===== config.mk =====
export PLATFORM = sky130hd
export DESIGN_NAME = usb_tx_framer
export DESIGN_NICKNAME = d
export VERILOG_FILES = /design/src/rtl/usb_tx_framer.sv
export SDC_FILE = /design/constraint.sdc
export NUM_CORES = 1
export LEC_CHECK = 0
export BUFFER_PORTS_ARGS = -buffer_cell sky130_fd_sc_hd__buf_4
export CORE_UTILIZATION = 50
export DETAILED_ROUTE_END_ITERATION = 10
export PLACE_DENSITY = 0.67
export REMOVE_ABC_BUFFERS = 1
export SLEW_MARGIN = 0
export SYNTH_ARGS = -nofsm -noshare
export SYNTH_HDL_FRONTEND = slang
export SYNTH_SLANG_ARGS = --single-unit

===== constraint.sdc =====
create_clock -name clk_i -period 2.8 [get_ports clk_i]
set_input_delay 0.42 -clock clk_i [delete_from_list [all_inputs] [get_ports clk_i]]
set_output_delay 0.42 -clock clk_i [all_outputs]
set_load 0.05 [all_outputs]

===== src/rtl/usb_tx_framer.sv =====
// usb_tx_framer
//
// Frames a byte stream from an upstream serializer for an FT245 synchronous
// FIFO bus. Input bytes, each tagged with a start-of-frame flag, are buffered
// in a small FIFO. Each frame goes out on the bus as
//    START_FLAG, payload bytes, [checksum], STOP_FLAG
// A frame ends after FRAME_LEN payload bytes, or earlier when the next
// sof-tagged byte reaches the FIFO head.
//
// Build option:
//    FMCW_TX_CHECKSUM_EN  when defined, an XOR of the frame's payload bytes is
//                         sent just before STOP_FLAG.
//
// Ports:
//    clk_i        single clock, also the FT245 bus clock
//    rst_n_i      asynchronous active-low reset (release synchronized inside)
//    data_i       payload byte from upstream
//    valid_i      data_i valid; upstream cannot be stalled
//    sof_i        with valid_i, marks the first payload byte of a frame
//    ft_txe_n_i   FT245 has room for a byte (active-low)
//    ft_wr_n_o    FT245 write strobe (active-low), low while a byte is pending
//    ft_data_o    FT245 write data
//    overflow_o   sticky: an input byte was dropped on a full FIFO
//    frame_cnt_o  number of STOP_FLAG bytes accepted by the FT245, wraps
//
// state     | meaning
// ----------+-------------------------------------------------------------
// S_IDLE    | wait for a sof-tagged byte at the FIFO head, drop others
// S_START   | load START_FLAG into the output stage, clear counter/checksum
// S_PAYLOAD | move FIFO bytes into the output stage until the frame ends
// S_CHECKSUM| load the payload XOR (FMCW_TX_CHECKSUM_EN builds only)
// S_STOP    | load STOP_FLAG, then return to S_IDLE
module usb_tx_framer #(
   parameter int               USBDW      = 8,
   parameter int               FRAME_LEN  = 4096,
   parameter int               FIFO_AW    = 4,
   parameter logic [USBDW-1:0] START_FLAG = 'hFF,
   parameter logic [USBDW-1:0] STOP_FLAG  = 'h8F
) (
   input  logic             clk_i,
   input  logic             rst_n_i,
   input  logic [USBDW-1:0] data_i,
   input  logic             valid_i,
   input  logic             sof_i,
   input  logic             ft_txe_n_i,
   output logic             ft_wr_n_o,
   output logic [USBDW-1:0] ft_data_o,
   output logic             overflow_o,
   output logic [15:0]      frame_cnt_o
);

   localparam int          DEPTH    = 2 ** FIFO_AW;
   localparam logic [15:0] LAST_IDX = 16'(FRAME_LEN - 1);

   typedef enum logic [2:0] {
      S_IDLE,
      S_START,
      S_PAYLOAD,
`ifdef FMCW_TX_CHECKSUM_EN
      S_CHECKSUM,
`endif
      S_STOP
   } state_t;

`ifdef FMCW_TX_CHECKSUM_EN
   localparam state_t S_FRAME_END = S_CHECKSUM;
`else
   localparam state_t S_FRAME_END = S_STOP;
`endif

   // Reset asserts asynchronously and releases one edge later, so the
   // datapath is live from the second clock edge after rst_n_i rises.
   logic rst_sync_q, rst_sync_d;
   logic rst_int_n;

   always_comb begin
      rst_sync_d = 1'b1;
   end

   always_ff @(posedge clk_i or negedge rst_n_i) begin
      if (!rst_n_i) rst_sync_q <= 1'b0;
      else          rst_sync_q <= rst_sync_d;
   end

   assign rst_int_n = rst_sync_q;

   // Input FIFO: entries are {sof, data}; pointers carry one wrap bit.
   logic [USBDW:0]   mem_q [DEPTH];
   logic [FIFO_AW:0] wr_ptr_q, wr_ptr_d;
   logic [FIFO_AW:0] rd_ptr_q, rd_ptr_d;
   logic             fifo_empty, fifo_full;
   logic             push, pop;
   logic [USBDW:0]   head;
   logic             head_sof;
   logic [USBDW-1:0] head_data;

   assign fifo_empty = (wr_ptr_q == rd_ptr_q);
   assign fifo_full  = (wr_ptr_q[FIFO_AW] != rd_ptr_q[FIFO_AW]) &&
                       (wr_ptr_q[FIFO_AW-1:0] == rd_ptr_q[FIFO_AW-1:0]);
   // Full is judged before any same-cycle pop, so a byte arriving on a full
   // FIFO is dropped even when a slot frees up on that edge.
   assign push       = valid_i && !fifo_full;
   assign head       = mem_q[rd_ptr_q[FIFO_AW-1:0]];
   assign head_sof   = head[USBDW];
   assign head_data  = head[USBDW-1:0];

   always_ff @(posedge clk_i) begin
      if (push) mem_q[wr_ptr_q[FIFO_AW-1:0]] <= {sof_i, data_i};
   end

   always_comb begin
      wr_ptr_d = wr_ptr_q + (push ? 1'b1 : 1'b0);
      rd_ptr_d = rd_ptr_q + (pop  ? 1'b1 : 1'b0);
   end

   // Output stage: one pending byte. A new byte may be loaded when the stage
   // is empty or its byte is leaving on this edge.
   logic             pend_q, pend_d;
   logic [USBDW-1:0] data_q, data_d;
   logic             stop_pend_q, stop_pend_d;
   logic             xfer, stage_free;
   logic             load, load_stop;
   logic [USBDW-1:0] load_data;

   assign xfer       = pend_q && !ft_txe_n_i;
   assign stage_free = !pend_q || xfer;

   state_t      state_q, state_d;
   logic [15:0] cnt_q, cnt_d;
`ifdef FMCW_TX_CHECKSUM_EN
   logic [USBDW-1:0] xor_q, xor_d;
`endif

   always_comb begin
      state_d   = state_q;
      cnt_d     = cnt_q;
      pop       = 1'b0;
      load      = 1'b0;
      load_stop = 1'b0;
      load_data = '0;
`ifdef FMCW_TX_CHECKSUM_EN
      xor_d     = xor_q;
`endif
      case (state_q)
         S_IDLE: begin
            if (!fifo_empty) begin
               if (head_sof) state_d = S_START;
               else          pop     = 1'b1;
            end
         end
         S_START: begin
            if (stage_free) begin
               load      = 1'b1;
               load_data = START_FLAG;
               cnt_d     = '0;
`ifdef FMCW_TX_CHECKSUM_EN
               xor_d     = '0;
`endif
               state_d   = S_PAYLOAD;
            end
         end
         S_PAYLOAD: begin
            if (!fifo_empty) begin
               // A sof byte after at least one payload byte belongs to the
               // next frame: close this one and leave it at the head.
               if (head_sof && (cnt_q != 16'd0)) begin
                  state_d = S_FRAME_END;
               end else if (stage_free) begin
                  pop       = 1'b1;
                  load      = 1'b1;
                  load_data = head_data;
                  cnt_d     = cnt_q + 16'd1;
`ifdef FMCW_TX_CHECKSUM_EN
                  xor_d     = xor_q ^ head_data;
`endif
                  if (cnt_q == LAST_IDX) state_d = S_FRAME_END;
               end
            end
         end
`ifdef FMCW_TX_CHECKSUM_EN
         S_CHECKSUM: begin
            if (stage_free) begin
               load      = 1'b1;
               load_data = xor_q;
               state_d   = S_STOP;
            end
         end
`endif
         S_STOP: begin
            if (stage_free) begin
               load      = 1'b1;
               load_stop = 1'b1;
               load_data = STOP_FLAG;
               state_d   = S_IDLE;
            end
         end
         default: state_d = S_IDLE;
      endcase
   end

   logic        ovf_q, ovf_d;
   logic [15:0] frame_cnt_q, frame_cnt_d;

   always_comb begin
      pend_d      = pend_q;
      data_d      = data_q;
      stop_pend_d = stop_pend_q;
      if (load) begin
         pend_d      = 1'b1;
         data_d      = load_data;
         stop_pend_d = load_stop;
      end else if (xfer) begin
         pend_d      = 1'b0;
         stop_pend_d = 1'b0;
      end
      ovf_d       = ovf_q | (valid_i & fifo_full);
      frame_cnt_d = frame_cnt_q + ((xfer && stop_pend_q) ? 16'd1 : 16'd0);
   end

   always_ff @(posedge clk_i or negedge rst_int_n) begin
      if (!rst_int_n) begin
         wr_ptr_q    <= '0;
         rd_ptr_q    <= '0;
         state_q     <= S_IDLE;
         cnt_q       <= '0;
         pend_q      <= 1'b0;
         data_q      <= '0;
         stop_pend_q <= 1'b0;
         ovf_q       <= 1'b0;
         frame_cnt_q <= '0;
      end else begin
         wr_ptr_q    <= wr_ptr_d;
         rd_ptr_q    <= rd_ptr_d;
         state_q     <= state_d;
         cnt_q       <= cnt_d;
         pend_q      <= pend_d;
         data_q      <= data_d;
         stop_pend_q <= stop_pend_d;
         ovf_q       <= ovf_d;
         frame_cnt_q <= frame_cnt_d;
      end
   end

`ifdef FMCW_TX_CHECKSUM_EN
   always_ff @(posedge clk_i or negedge rst_int_n) begin
      if (!rst_int_n) xor_q <= '0;
      else            xor_q <= xor_d;
   end
`endif

   assign ft_wr_n_o   = ~pend_q;
   assign ft_data_o   = data_q;
   assign overflow_o  = ovf_q;
   assign frame_cnt_o = frame_cnt_q;

endmodule


==> results of run 1 <==
[area by class of cell]
| class | instances | share of cell area (%) |
|---|---|---|
| clock buffer | 18 | 4.437 |
| clock inverter | 14 | 1.436 |
| inverter | 15 | 0.5821 |
| multi-input combinational | 259 | 25.24 |
| sequential | 200 | 59.22 |
| tap | 216 | 2.794 |
| timing repair buffer | 79 | 6.287 |
[synth_stat cells, drive strengths merged (4+ instances only)]
cell type	n	share of area, %
xor2	8	0.84
nor2	44	2.0
mux4	43	12
and3	6	0.45
nand3	18	1.1
nor3	6	0.36
nand2	25	1.1
a22o	4	0.42
inv	15	0.68
edfxtp	144	52
dfrtp	56	17
mux2i	5	0.60
clkbuf	7	0.32
xnor2	25	2.6
ha	13	2.0
nor4	7	0.71
mux2	9	1.3
buf	11	0.78
o21ai	8	0.48
[cells by family (layout without fill, tap and decap cells)]
kind of cell | after synthesis | in the layout | share of synthesized area, %
flip-flops | 200 | 200 | 68.86
AND/OR/NAND/NOR | 125 | 125 | 7.449
multiplexers | 57 | 57 | 13.65
XOR/XNOR | 33 | 33 | 3.476
buffers and inverters | 33 | 126 | 1.776
AO/OA/AOI/OAI | 30 | 30 | 2.784
adder cells (fa/ha/maj) | 13 | 13 | 1.956
other | 1 | 1 | 0.04510
[layer usage]
layer | vias to the layer above | track usage [%] | wire length (µm)
met2 | 112 | 34.30 | 8014
met4 | 0 | 6.423 | 165
li1 | 2051 | - | -
met1 | 2303 | 29.16 | 7328
met3 | 13 | 4.479 | 608
met5 | - | 0 | 0
[power by group through the flow]
stage	Combinational, mW	Clock [mW]	Sequential [mW]
2_1_floorplan	1.86	0	4.43
3_3_place_gp	3.45	0	3.93
3_5_place_dp	3.53	0	3.95
4_1_cts	3.54	2.40	3.89
5_1_grt	3.81	2.50	3.94
6_report	3.50	2.34	3.89
[sequential cells by signal, summed over array words and instances, names as in the netlist]
name and cells:
overflow_o 1, frame_cnt_o 16, ft_data_o 8, wr_ptr_q 5, stop_pend_q 1, mem_q 144, state_q 2, rst_int_n 1
pend_q 1, rd_ptr_q 5, cnt_q 16
[stage by stage]
step	cell area, µm²	hold slack [ps]
floorplan	8223	124.4
global placement	9094	196.0
detailed placement	9094	196.5
CTS	9672	226.6
global route	9672	233.4
finish	9672	245.0
[worst paths after layout]
| check | end | slack [ps] | depth (start not counted) |
|---|---|---|---|
| min in group asynchronous | rst_int_n | 290 | 2 |
| max in group asynchronous | ft_data_o[2] | 1830 | 1 |
| worst min-delay path | overflow_o | 250 | 2 |
| worst max register to register | rd_ptr_q[4] | 180 | 9 |
| worst min register to register | cnt_q[5] | 290 | 0 |
| worst max-delay path | rd_ptr_q[4] | 180 | 9 |
[critical path, cell delays in order, from the launching register on]
cell and delay [ps]:
dfrtp_1 410, mux4_1 560, mux2i_1 280, a221oi_2 110
or2_2 380, o21ai_0 120, ha_1 210, ha_1 200
nand3_1 110, xnor2_1 130
[repair_timing]
| action | in CTS | in global routing |
|---|---|---|
| resized for setup | 0 | 0 |
| buffers inserted | 0 | 0 |
| endpoints found under the hold margin | 1 | 0 |
| hold buffers | 1 | 0 |
==> results.sh, run 1 <==
export IMPL_cp_max_fo=9
export IMPL_regArea_um2=5728
export IMPL_pre_cts_ws_ps=186.9
export IMPL_num_vias=4479
export IMPL_fin_worst_skew_ps=11.58
export IMPL_drt_pass1_iter_count=5
export IMPL_ant_nets=0
export IMPL_initial_utilization_pct=51.78
export IMPL_placementRows=46
export IMPL_clock_sinks=200
export IMPL_die_x_um=131.0
export IMPL_internal_power_mw=6.413
export IMPL_core_um2=16060
export IMPL_numPlacedInstances=768
export IMPL_instances_no_fill=801
export IMPL_yosysUniqueCellTypes=49
export IMPL_grt_pass1_vias=4607
export IMPL_maxSlewViolCount=0
export IMPL_synth_ff_type="edfxtp_1"
export IMPL_postSynthAreaPerCell_um2=16.90
export IMPL_crit_arrival_ps=2940
export IMPL_cts_buffer_depth=2
export IMPL_crit_required_ps=3120
export IMPL_critPathLaunch="rd_ptr_q[1]"
export IMPL_drt_iter0_drc=416
export IMPL_final_common_cell="edfxtp_1"
export IMPL_place_congestion=0.8415
export IMPL_r2r_start="rd_ptr_q[1]"
export IMPL_powerDensity_nw_per_um2=1006
export IMPL_fmax_mhz=381.8
export IMPL_io_buffers=38
export IMPL_clk_pin_slew_ps=70
export IMPL_grt_max_degree=27
export IMPL_cts_tree="done"
export IMPL_finalPower_mw=9.726
export IMPL_grt_pass1_wl_mm=25.72
export IMPL_pwr_share_clk_pct=24.1
export IMPL_finalSetupViolCount=0
export IMPL_synth_seq_area_share_pct=68.86
export IMPL_relSlewSlack_pct=58.58
export IMPL_num_fill_cells=1183
export IMPL_ys_ff_latch=200
export IMPL_hold_viol=0
export IMPL_yosysWarningCount=0
export IMPL_fin_nets=598
export IMPL_comb_power_share_pct=36.0
export IMPL_startpoint_type="register"
export IMPL_synthesis_area_um2=8314
export IMPL_status="finished, final reports clean"
export IMPL_finalCritPeriodShare_pct=93.54
export IMPL_area_growth_pct=16.33
export IMPL_numCtsBuffers=17
export IMPL_multi_input_comb_area_um2=2441
export IMPL_fin_crit_ps=2619
export IMPL_ios=39
export IMPL_fin_ws_ps=180.9
export IMPL_dieArea_um2=17150
export IMPL_vdd_drop_max_mv=0.5760
export IMPL_h_tree_depth=4
export IMPL_grt_overflow_total=0
export IMPL_worst_pin_slew_ps=621.2
export IMPL_pwr_share_seq_pct=40.0
export IMPL_drv_cap=0
export IMPL_p_switching_mw=3.312
export IMPL_diodes=0
export IMPL_hp_start="valid_i"
export IMPL_wl_per_cell_um=20.12
export IMPL_rsz0062_at_grt="no"
export IMPL_synth_edf_count=144
export IMPL_worstHoldPathType="in2reg"
export IMPL_fin_setup_tns_ps=0
export IMPL_cts_root_buf="clkbuf_16"
export IMPL_grt_usage_pct=21.22
export IMPL_drive_gt1_share_pct=28.55
export IMPL_synth_cells=492
export IMPL_drt_wl_total_mm=16.12
export IMPL_end_kind="register"
export IMPL_p_sw_share_pct=34.06
export IMPL_critPathKind="reg2reg"
export IMPL_hpwl_mm=11.19
export IMPL_antenna_found_initial=0
export IMPL_layout_common_cells="edfxtp_1, buf_4, dfrtp_1, nor2_1, mux4_2"
export IMPL_p_leak_nw=3.640
export IMPL_synthArstFlopShare_pct=28.00
export IMPL_clk_latency_ps=430
export IMPL_routed_via_density=5.592
export IMPL_fp_dieH_um=131.0
export IMPL_drc=0
export IMPL_fin_util_pct=60.23
No activity file was read; power rests on OpenSTA's default activity.
==> inputs of run 2 (changes only) <==
--- a/config.mk
+++ b/config.mk
@@ -8,7 +8,9 @@
 export BUFFER_PORTS_ARGS = -buffer_cell sky130_fd_sc_hd__buf_4
 export CORE_UTILIZATION = 50
 export DETAILED_ROUTE_END_ITERATION = 10
+export MAX_ROUTING_LAYER = met4
 export PLACE_DENSITY = 0.67
+export RECOVER_POWER = 25
 export REMOVE_ABC_BUFFERS = 1
 export SLEW_MARGIN = 0
 export SYNTH_ARGS = -nofsm -noshare
==> constraint.sdc (replaced) <==
create_clock -name clk_i -period 2.8 [get_ports clk_i]
set_input_delay 0.28 -clock clk_i [delete_from_list [all_inputs] [get_ports clk_i]]
set_output_delay 0.28 -clock clk_i [all_outputs]
set_load 0.05 [all_outputs]
==> run 2 against run 1 <==
Via count about the same. Combinational power about the same. Count of clock-buffer cells in the layout unchanged. Critical path depth unchanged. Maximum frequency about the same. Final cell count unchanged. Wire length increased by 0.27%. Worst setup slack got worse by 2.5 ps. Sequential cell count unchanged. Largest cell class unchanged. Critical path type unchanged. Final area decreased by 0.35%. Sequential power about the same. Non-clock buffer count unchanged.
==> results.sh, run 2 (synthesis gave the netlist of run 1 again) <==
export IMPL_drt_pass1_iter_count=5
export IMPL_antenna_found_initial=0
export IMPL_worst_pin_slew_ps=653.9
export IMPL_end_kind="register"
export IMPL_hpwl_mm=11.19
export IMPL_final_common_cell="edfxtp_1"
export IMPL_fin_ws_ps=178.4
export IMPL_diodes=0
export IMPL_critPathKind="reg2reg"
export IMPL_startpoint_type="register"
export IMPL_layout_common_cells="edfxtp_1, buf_4, dfrtp_1, nor2_1, mux4_2"
export IMPL_path_cells="mux4_1, mux2i_1, a221oi_2, or2_2, o21ai_0, ha_1, ha_1, nand3_1, xnor2_1"
export IMPL_worst_path_max_delay_cell="mux4_1"
export IMPL_clk_pin_slew_ps=70
export IMPL_cp_common_cell="ha_1"
export IMPL_finalSetupViolCount=0
export IMPL_ios=39
export IMPL_relSlewSlack_pct=56.41
export IMPL_fin_crit_ps=2622
export IMPL_multi_input_comb_area_um2=2441
export IMPL_place_congestion=0.8546
export IMPL_drv_cap=0
export IMPL_drc=0
export IMPL_finalCritPeriodShare_pct=93.63
export IMPL_worstHoldPathType="in2reg"
export IMPL_routed_via_density=5.589
export IMPL_p_leak_nw=3.607
export IMPL_placementRows=46
export IMPL_regArea_um2=5728
export IMPL_grt_max_degree=27
export IMPL_area_growth_pct=15.92
export IMPL_slowest_delay_ps=570
export IMPL_grt_pass1_vias=4598
export IMPL_dieArea_um2=17150
export IMPL_initial_utilization_pct=51.78
export IMPL_fin_worst_skew_ps=12.31
export IMPL_fin_setup_tns_ps=0
export IMPL_rsz0062_at_grt="no"
export IMPL_grt_pass1_wl_mm=25.74
export IMPL_finalPower_mw=9.729
export IMPL_crit_arrival_ps=2940
export IMPL_grt_overflow_total=0
export IMPL_cp_max_fo=9
export IMPL_die_x_um=131.0
export IMPL_clock_sinks=200
export IMPL_maxSlewViolCount=0
export IMPL_crit_required_ps=3120
export IMPL_cts_root_buf="clkbuf_16"
export IMPL_num_fill_cells=1196
export IMPL_cts_tree="done"
export IMPL_core_um2=16060
export IMPL_largest_reg_flops=144
export IMPL_postCtsSetupRepairBufs=0
export IMPL_cts_buffer_depth=2
export IMPL_io_buffers=38
export IMPL_grt_usage_pct=21.90
export IMPL_ant_nets=0
export IMPL_fmax_mhz=381.5
export IMPL_vdd_drop_max_mv=0.5761
export IMPL_drt_wl_total_mm=16.16
export IMPL_status="finished, final reports clean"
export IMPL_wl_per_cell_um=20.17
export IMPL_fin_nets=598
export IMPL_powerDensity_nw_per_um2=1009
export IMPL_drive_gt1_share_pct=27.01
export IMPL_h_tree_depth=4
export IMPL_numCtsBuffers=17
export IMPL_fin_util_pct=60.02
export IMPL_pre_cts_ws_ps=186.9
export IMPL_fp_dieH_um=131.0
export IMPL_clk_latency_ps=430
export IMPL_num_vias=4477
export IMPL_drt_iter0_drc=446
export IMPL_hold_viol=0
export IMPL_hold_ws_ps=101.3
==> run 2: changes by cell type in the layout (fill, tap and decap cells not counted) <==
cell,previous run,this run
clkbuf_1,1,10
buf_4,77,67
clkbuf_4,0,1
==> run 2: per-layer routing <==
metal | track usage, % | wire (µm) | part of all wire (%)
met4 | 6.423 | 169 | 1.0
met5 | - | 0 | 0
met2 | 34.27 | 8058 | 50
met3 | 4.397 | 676 | 4.2
met1 | 29.27 | 7256 | 45
==> run 2: final timing paths <==
check                            start           end  slack, ps  cells after the start
max                        rd_ptr_q[1]   rd_ptr_q[4]        180                      9
min                            valid_i    overflow_o        100                      2
max reg2reg                rd_ptr_q[1]   rd_ptr_q[4]        180                      9
min reg2reg                  rst_int_n      cnt_q[5]        290                      0
max in group asynchronous    rst_int_n  ft_data_o[1]       1830                      1
min in group asynchronous      rst_n_i     rst_int_n        160                      2
==> run 2: worst max-delay path, delay by kind of cell (launching register included) <==
kind / cells / cell delay (ps)
AO/OA/AOI/OAI: 2 / 230
XOR/XNOR: 1 / 130
adder cells (fa/ha/maj): 2 / 410
flip-flops: 1 / 410
multiplexers: 2 / 830
AND/OR/NAND/NOR: 2 / 490
==> run 2: stage by stage <==
step,instances,instance area (µm²)
floorplan,474,8223
global placement,768,9094
detailed placement,768,9094
CTS,801,9672
global route,801,9638
finish,801,9638
==> run 2: what timing repair did <==
| item | 4_1_cts | 5_1_grt |
|---|---|---|
| gates resized for setup | 0 | 0 |
| hold endpoints to repair | 1 | 0 |
| hold buffers | 1 | 0 |
==> run 2: power breakdown <==
group,total (mW),leakage [nW],internal (mW),switching (mW)
clock,2.35,0.277,1.25,1.10
sequential,3.89,2.03,3.62,0.270
combinational,3.50,1.30,1.54,1.95
==> run 2: layout make-up <==
class	count	area share (%)
Tap cell	216	2.804
Multi-Input combinational cell	259	25.33
Sequential cell	200	59.43
Clock buffer	18	4.453
Timing Repair Buffer	79	5.959
Clock inverter	14	1.441
Inverter	15	0.5842
